[config.mk]
export PLATFORM = sky130hd
export DESIGN_NAME = countdown_sequencer
export DESIGN_NICKNAME = d
export VERILOG_FILES = /design/src/rtl/countdown_sequencer.sv
export SDC_FILE = /design/constraint.sdc
export NUM_CORES = 1
export LEC_CHECK = 0
export BUFFER_PORTS_ARGS = -buffer_cell sky130_fd_sc_hd__buf_2
export CORE_UTILIZATION = 58
export DETAILED_ROUTE_END_ITERATION = 8
export GPL_TIMING_DRIVEN = 0
export PLACE_DENSITY = 0.83
export SETUP_SLACK_MARGIN = 0.2
export SYNTH_ARGS = -nofsm -noshare
export SYNTH_HDL_FRONTEND = slang
export SYNTH_SLANG_ARGS = --single-unit
[constraint.sdc]
create_clock -name clk -period 3 [get_ports clk]
set_input_delay 0.15 -clock clk [delete_from_list [all_inputs] [get_ports clk]]
set_output_delay 0.15 -clock clk [all_outputs]
set_load 0.02 [all_outputs]
[src/rtl/countdown_sequencer.sv]
// countdown_sequencer: programmable countdown timer controller.
// Loads a start value, decrements it once every DIV clocks, and supports
// pause/resume, abort and optional auto-reload. Expiry is flagged by a
// one-cycle done pulse that is decoded from the EXPIRE state.
module countdown_sequencer #(
  parameter int WIDTH = 4,
  parameter int DIV   = 4
) (
  input  logic             clk,
  input  logic             reset,
  input  logic             start,
  input  logic [WIDTH-1:0] load_val,
  input  logic             auto_reload,
  input  logic             pause,
  input  logic             abort,
  output logic [WIDTH-1:0] q,
  output logic             done,
  output logic             busy,
  output logic [1:0]       state
);

  localparam int PW = (DIV > 1) ? $clog2(DIV) : 1;
  localparam logic [PW-1:0] PRESC_LAST = PW'(DIV - 1);

  typedef enum logic [1:0] {
    IDLE   = 2'b00,
    RUN    = 2'b01,
    HOLD   = 2'b10,
    EXPIRE = 2'b11
  } state_e;

  state_e           state_q, state_d;
  logic [WIDTH-1:0] count_q, count_d;
  logic [WIDTH-1:0] reload_q, reload_d;
  logic [PW-1:0]    presc_q, presc_d;
  logic             countStep;
  logic             lastPresc;

  assign lastPresc = (presc_q == PRESC_LAST);

  // State and datapath registers; reset clears everything at once.
  always_ff @(posedge clk or posedge reset) begin
    if (reset) begin
      state_q  <= IDLE;
      count_q  <= '0;
      reload_q <= '0;
      presc_q  <= '0;
    end else begin
      state_q  <= state_d;
      count_q  <= count_d;
      reload_q <= reload_d;
      presc_q  <= presc_d;
    end
  end

  // Next-state and datapath control. Abort beats pause, pause beats a tick.
  // Leaving HOLD counts in the same cycle it resumes, so a pause held for
  // P cycles delays expiry by exactly P cycles.
  always_comb begin
    state_d   = state_q;
    count_d   = count_q;
    reload_d  = reload_q;
    presc_d   = presc_q;
    countStep = 1'b0;

    unique case (state_q)
      IDLE: begin
        if (start) begin
          count_d  = load_val;
          reload_d = load_val;
          presc_d  = '0;
          state_d  = (load_val == '0) ? EXPIRE : RUN;
        end
      end

      RUN: begin
        if (abort) begin
          state_d = IDLE;
          count_d = '0;
          presc_d = '0;
        end else if (pause) begin
          state_d = HOLD;
        end else begin
          countStep = 1'b1;
        end
      end

      HOLD: begin
        if (abort) begin
          state_d = IDLE;
          count_d = '0;
          presc_d = '0;
        end else if (!pause) begin
          state_d   = RUN;
          countStep = 1'b1;
        end
      end

      EXPIRE: begin
        if (abort) begin
          state_d = IDLE;
        end else if (auto_reload && (reload_q != '0)) begin
          state_d = RUN;
          count_d = reload_q;
          presc_d = '0;
        end else begin
          state_d = IDLE;
        end
      end

      default: begin
        state_d = IDLE;
      end
    endcase

    if (countStep) begin
      if (lastPresc) begin
        presc_d = '0;
        if (count_q <= WIDTH'(1)) begin
          count_d = '0;
          state_d = EXPIRE;
        end else begin
          count_d = count_q - WIDTH'(1);
        end
      end else begin
        presc_d = presc_q + PW'(1);
      end
    end
  end

  assign q     = count_q;
  assign state = state_q;
  assign done  = (state_q == EXPIRE);
  assign busy  = (state_q != IDLE);

endmodule

==> results by group, run 1 <==
Status
  • Outcome: finished clean

Worst setup path
  • Reg2reg start: state[1]
  • CP delay by family, top: flip-flops
  • Reg2reg end: presc_q[0]
  • Slowest cell on crit path: dfrtp_1
  • Crit path cell chain: inv_1 -> ha_1 -> buf_6 -> and2b_1 -> nor3b_1 -> o21ai_2 -> mux2_4
  • CP Class: register to register
  • Reg2Reg Setup Slack: 1.09 ns
  • Startpoint Class: register
  • Slowest cell delay on critical path: around 0.48 ns
  • Critical Path Sink Type: register
  • Buffers and inverters on the worst path: 2
  • CP Max Fanout: 10
  • Arrival @ worst endpoint: between 2 and 2.5 ns
  • R2R cell count: 7
  • Worst EP required: 3.16 ns

Clock network
  • Post_cts resized: 0
  • Clock Sink Count: 12
  • Clk root buf: clkbuf_4
  • CTS clock-pin slew for the worst setup and hold paths: 0.09 ns
  • H-tree depth: 1
  • Clock buffer depth: 2
  • TritonCTS clock tree: done
  • CTS buffer count: 3
  • Clk Latency, worst-skew pair: about 0.28 ns

Drt
  • Via Count: about 860
  • Routed Antenna Nets: 0
  • Drt pass-1 iters: 5
  • DRC: 0
  • Routed WL: 2130 um
  • DR WL/cell: between 15 and 20 um
  • 1st-iter DRT viols: 33
  • Vias per cell: 6.20

STA
  • Worst slew pin tran: 0.482 ns
  • Final hold viol count: 0
  • Clock Skew: 0.0118 ns
  • Unrepaired setup endpoints after global routing: false
  • Top achievable clock speed: 0.523 GHz
  • Slew Limit Fails: 0
  • Final period util: 63.8%
  • Setup TNS Final: 0 ns
  • Tmin final: 1.91 ns
  • # setup viols final: 0
  • Relative slew slack: between 60 and 70%

Layout
  • Commonest non-fill, non-tap cells in the layout: buf_2, nand2_1, dfrtp_1
  • Most common cell after layout, fill and taps aside: buf_2
  • Share of cells above drive strength 1: between 20% and 30%
  • Non-Filler Instances: 138
  • Area Growth Syn to Fin: 15.9%
  • Layout net count: 141
  • Diode count: 0

Die
  • Die width: 42.5 um
  • Row cnt: 14
  • Die area: 1810 um2
  • Initial Util: 62.6%
  • Die extent in y: 42.5 um
  • I/O pin total: 18
  • Core area: 1520 um2

Power
  • Clock power frac: 13.1%
  • Fraction of power consumed by sequential logic: ~32%
  • Power Internal: 0.564 mW
  • Worst VDD drop: 0.000612 V
  • Power per Cell Area: 943 nW/um2
  • Combinational power share: 54.5%
  • Reported net switching power: 0.478 mW
  • LEAKAGE: 0.540 nW
  • Switching share of total power: 45.9%

Yosys
  • Ys Warns: 0
  • Syn_area_per_cell: ~9.5 um2
  • Post-synthesis register bit count: 12
  • Top cell type's share of synthesized area: 31.5%
  • Mapped Area: 953 um2
  • Mapped Nets: 118
  • Dominant cell type by area after synthesis: dfrtp_1
  • Post-synthesis cell type count: 34
  • Post-synthesis sequential area ratio: 31.5%
  • Post-Syn Instances: 100
  • Top post-synthesis cells by area: dfrtp_1, ha_1, mux2_2

Placement
  • DPL Wire Length: 1620 um
  • DP Cell Count: 133
  • Gpl congestion: 0.834
  • Port-buffer cells: 17

Global routing
  • Global route total overflow: 0
  • Initial antenna violation count: 0
  • Largest net degree at the start of global routing: 13
  • Vias in the first global route: 813
  • Overall Global Routing Usage: between 20% and 30%
  • First-pass GRT wire length: 3480 um

Flow run
  • Max-cap violations: 0

Min path
  • Hold path startpoint: load_val[3]
  • Hold path endpoint: reload_q[3]
  • Hold path cells: 2
  • HP Class: primary input to register
## stage by stage
step                      hold WS (ns)  instance area (um2)  worst slack (ns)  total power [mW]  utilization [%]
final                            0.132                 1100              1.09              1.04             72.5
after global routing             0.145                 1100             0.942              1.11             72.5
after CTS                        0.133                 1100              1.09              1.04             72.5
after detailed placement         0.192                 1060              1.11             0.900             69.5
after global placement           0.171                 1060              1.15             0.878             69.5
after floorplan                 0.0147                  953              1.14             0.752                -
## how the worst max path moves through the flow
stage                         from  slack, ns  cells past startpoint    endpoint
after global routing      state[1]       0.94                      6        q[1]
after floorplan           state[0]       1.14                      7  presc_q[0]
after detailed placement  state[1]       1.11                      7  presc_q[0]
after global placement    state[0]       1.15                      7  presc_q[0]
final                     state[1]       1.09                      7  presc_q[0]
after CTS                 state[1]       1.09                      7  presc_q[0]
## timing repair
| action | CTS | global route |
|---|---|---|
| hold buffers | 1 | 0 |
| endpoints found under the hold margin | 12 | 0 |
| buffers inserted | 0 | 0 |
## area by class of cell
type,instances,area [um2]
inverters,8,30.0
flip-flops and latches,12,300
repair buffers,18,95.1
fillers,129,419
plain buffers,2,18.8
multi-input cells,78,604
clock buffers,4,36.3
well taps,16,20.0
## kinds of logic after synthesis
logic type	count (synthesis)	synth area share, %
flops	12	31.5
fa+ha+maj	8	10.5
mux	11	12.7
compound gates	25	21.7
buf+inv	10	5.12
simple gates	34	18.5
## cell usage after synthesis
| master | instances |
|---|---|
| a211oi_1 | 1 |
| a21o_1 | 1 |
| a21oi_1 | 3 |
| a221o_1 | 2 |
| a22o_1 | 1 |
| a31o_1 | 1 |
| and2b_1 | 1 |
| and3b_1 | 1 |
| buf_4 | 1 |
| buf_6 | 1 |
| dfrtp_1 | 12 |
| ha_1 | 8 |
| inv_1 | 8 |
| mux2_2 | 5 |
| mux2_4 | 1 |
| mux2i_1 | 5 |
| nand2_1 | 13 |
| nand3_1 | 4 |
| nor2_1 | 3 |
| nor2b_1 | 3 |
| nor3_1 | 4 |
| nor3b_1 | 3 |
| nor3b_2 | 1 |
| nor4_1 | 1 |
| o2111ai_1 | 2 |
| o211ai_1 | 2 |
| o21a_2 | 1 |
| o21ai_0 | 4 |
| o21ai_2 | 1 |
| o221a_1 | 1 |
| o221ai_1 | 1 |
| o22ai_1 | 2 |
| o31a_1 | 1 |
| o41ai_4 | 1 |
## sequential cells by signal, indices dropped and copies added, names as in the netlist
name and cells:
q 4, state 2, reload_q 4, presc_q 2
## power groups by stage
stage | Combinational, mW | Sequential (mW) | Clock (mW)
finish | 0.568 | 0.338 | 0.137
global route | 0.617 | 0.347 | 0.142
global placement | 0.546 | 0.331 | 0
CTS | 0.566 | 0.334 | 0.136
floorplan | 0.393 | 0.359 | 0
detailed placement | 0.561 | 0.339 | 0
## worst register-to-register path, stage by stage, from the launching register on
cell and delay (ns):
dfrtp_1 0.48, inv_1 0.12, ha_1 0.21, buf_6 0.14
and2b_1 0.17, nor3b_1 0.23, o21ai_2 0.12, mux2_4 0.31
## metal layers
layer  vias to the layer above  track usage (%)  wire length, um
li1                        416                -                -
met1                       400             30.8              938
met2                        34             44.0             1030
met3                         6             5.60              116
met4                         0             9.38               40
met5                         -                0                0
(Power assumes the default switching activity.)
==> inputs of run 2 (changes only) <==
--- a/config.mk
+++ b/config.mk
@@ -6,10 +6,10 @@
 export NUM_CORES = 1
 export LEC_CHECK = 0
 export BUFFER_PORTS_ARGS = -buffer_cell sky130_fd_sc_hd__buf_2
-export CORE_UTILIZATION = 58
+export CORE_UTILIZATION = 54
 export DETAILED_ROUTE_END_ITERATION = 8
 export GPL_TIMING_DRIVEN = 0
-export PLACE_DENSITY = 0.83
+export PLACE_DENSITY = 0.78
 export SETUP_SLACK_MARGIN = 0.2
 export SYNTH_ARGS = -nofsm -noshare
 export SYNTH_HDL_FRONTEND = slang
==> constraint.sdc (replaced) <==
create_clock -name clk -period 2 [get_ports clk]
set_input_delay 0.1 -clock clk [delete_from_list [all_inputs] [get_ports clk]]
set_output_delay 0.1 -clock clk [all_outputs]
set_load 0.02 [all_outputs]
==> results by group, run 2 (synthesis gave the netlist of run 1 again) <==
Status
  • Outcome: finished clean

Power
  • Reported net switching power: 0.744 mW
  • Clock power frac: about a tenth
  • Power Internal: a little under 0.9 mW
  • Fraction of power consumed by sequential logic: 30.2%
  • Switching share of total power: a little under half
  • Combinational power share: 59.7%
  • Power per Cell Area: 1400 nW/um2
  • LEAKAGE: 0.568 nW
  • Worst VDD drop: 0.000773 V

Drt
  • DRC: 0
  • Via Count: 877
  • Drt pass-1 iters: 6
  • DR WL/cell: around 16 um
  • DR WL met2: 1090 um
  • 1st-iter DRT viols: 13
  • Metal-1 WL: 1070 um
  • Routed WL: between 2000 and 2500 um
  • Vias per cell: 6.09
  • DR WL met3: 97 um
  • Routed Antenna Nets: 0
  • Top sig layer: met4

Min path
  • HP Class: primary input to register
  • Hold path startpoint: load_val[3]
  • Hold path cells: 2

Clock network
  • Clk root buf: clkbuf_4
  • Clock Sink Count: 12
  • Clk Latency, worst-skew pair: 0.28 ns
  • CTS buffer count: 3
  • Clock buffer depth: 2
  • TritonCTS clock tree: done
  • CTS clock-pin slew for the worst setup and hold paths: 0.09 ns
  • H-tree depth: 1

Global routing
  • Largest net degree at the start of global routing: 13
  • Vias in the first global route: 826
  • Overall Global Routing Usage: 26.5%
  • First-pass GRT wire length: 3750 um
  • Initial antenna violation count: 0
  • Global route total overflow: 0

Die
  • Row cnt: 14
  • Die width: 44.0 um
  • Die area: 1940 um2
  • Core area: 1580 um2
  • I/O pin total: 18
  • Die extent in y: 44.0 um
  • Initial Util: 60.5%

STA
  • Unrepaired setup endpoints after global routing: false
  • Relative slew slack: 67.5%
  • Final hold viol count: 0
  • Final period util: between 80 and 90%
  • Slew Limit Fails: 0
  • WHS: 0.0987 ns
  • Clock Skew: 0.0131 ns
  • Setup TNS Final: 0 ns
  • # setup viols final: 0
  • Top achievable clock speed: 0.575 GHz
  • Tmin final: 1.74 ns
  • Worst slew pin tran: roughly 0.5 ns

Worst setup path
  • Reg2reg end: q[2]
  • Arrival @ worst endpoint: 1.89 ns
  • CP Class: register to register
  • Worst EP required: 2.15 ns
  • Reg2reg start: state[1]
  • Worst setup path start: state[1]
  • Reg2Reg Setup Slack: 0.26 ns
  • CP Max Fanout: 7
  • Startpoint Class: register
  • Critical Path Sink: q[2]
  • R2R cell count: 6
  • Critical Path Sink Type: register

Layout
  • Most common cell after layout, fill and taps aside: buf_2
  • Area Growth Syn to Fin: 23.0%
  • Non-Filler Instances: 144
  • Diode count: 0
  • Commonest non-fill, non-tap cells in the layout: buf_2, nand2_1, dfrtp_1
  • Fin area: 1170 um2
  • Share of cells above drive strength 1: 36.7%
  • Layout net count: 147

Flow run
  • Max-cap violations: 0

Placement
  • Port-buffer cells: 17
  • DPL Wire Length: 1630 um
  • Gpl congestion: 0.801
  • DP Cell Count: 133
  • Post-Place Cell Area: ~1100 um2
run 2: critical path: stages (launching register included):
cell and delay (ns):
dfrtp_2 0.46, inv_1 0.09, ha_2 0.30, nor2b_1 0.18, a221o_1 0.35, a21oi_1 0.11, o22ai_1 0.10
run 2: worst min-delay path by stage:
stage | to
final | reload_q[3]
after global routing | reload_q[3]
after CTS | reload_q[3]
after detailed placement | reload_q[0]
after global placement | reload_q[2]
after floorplan | presc_q[0]
run 2: per-stage QoR:
stage	setup slack, ns	power, mW	util, %
4_1_cts	0.201	1.55	70.6
5_1_grt	0.213	1.75	74.4
2_1_floorplan	0.243	1.13	-
6_report	0.260	1.64	74.4
3_3_place_gp	0.229	1.32	67.3
3_5_place_dp	0.191	1.35	67.3
run 2: timing repair:
action / 4_1_cts / 5_1_grt
resized for setup: 0 / 8
hold buffers: 1 / 0
hold endpoints to repair: 12 / 0
pin swaps: 0 / 2
buffers inserted: 2 / 4
endpoints found under the setup margin: 2 / 5
run 2: power by group through the flow:
stage | logic, mW | registers, mW | clock network [mW]
final | 0.979 | 0.495 | 0.165
after floorplan | 0.590 | 0.543 | 0
after detailed placement | 0.838 | 0.511 | 0
after global placement | 0.821 | 0.503 | 0
after global routing | 1.06 | 0.508 | 0.174
after CTS | 0.895 | 0.491 | 0.168
run 2: final cells by class:
| class | instances | area (um2) |
|---|---|---|
| inverter | 8 | 30.0 |
| multi-input combinational | 78 | 634 |
| sequential | 12 | 303 |
| buffer | 2 | 18.8 |
| tap | 16 | 20.0 |
| fill | 131 | 404 |
| clock buffer | 4 | 26.3 |
| timing repair buffer | 24 | 140 |
run 2: metal layers:
metal | vias to the layer above | global-route usage, %
met5 | - | 0
met4 | 0 | 9.70
met3 | 4 | 4.90
met2 | 26 | 42.1
met1 | 418 | 36.3
li1 | 429 | -
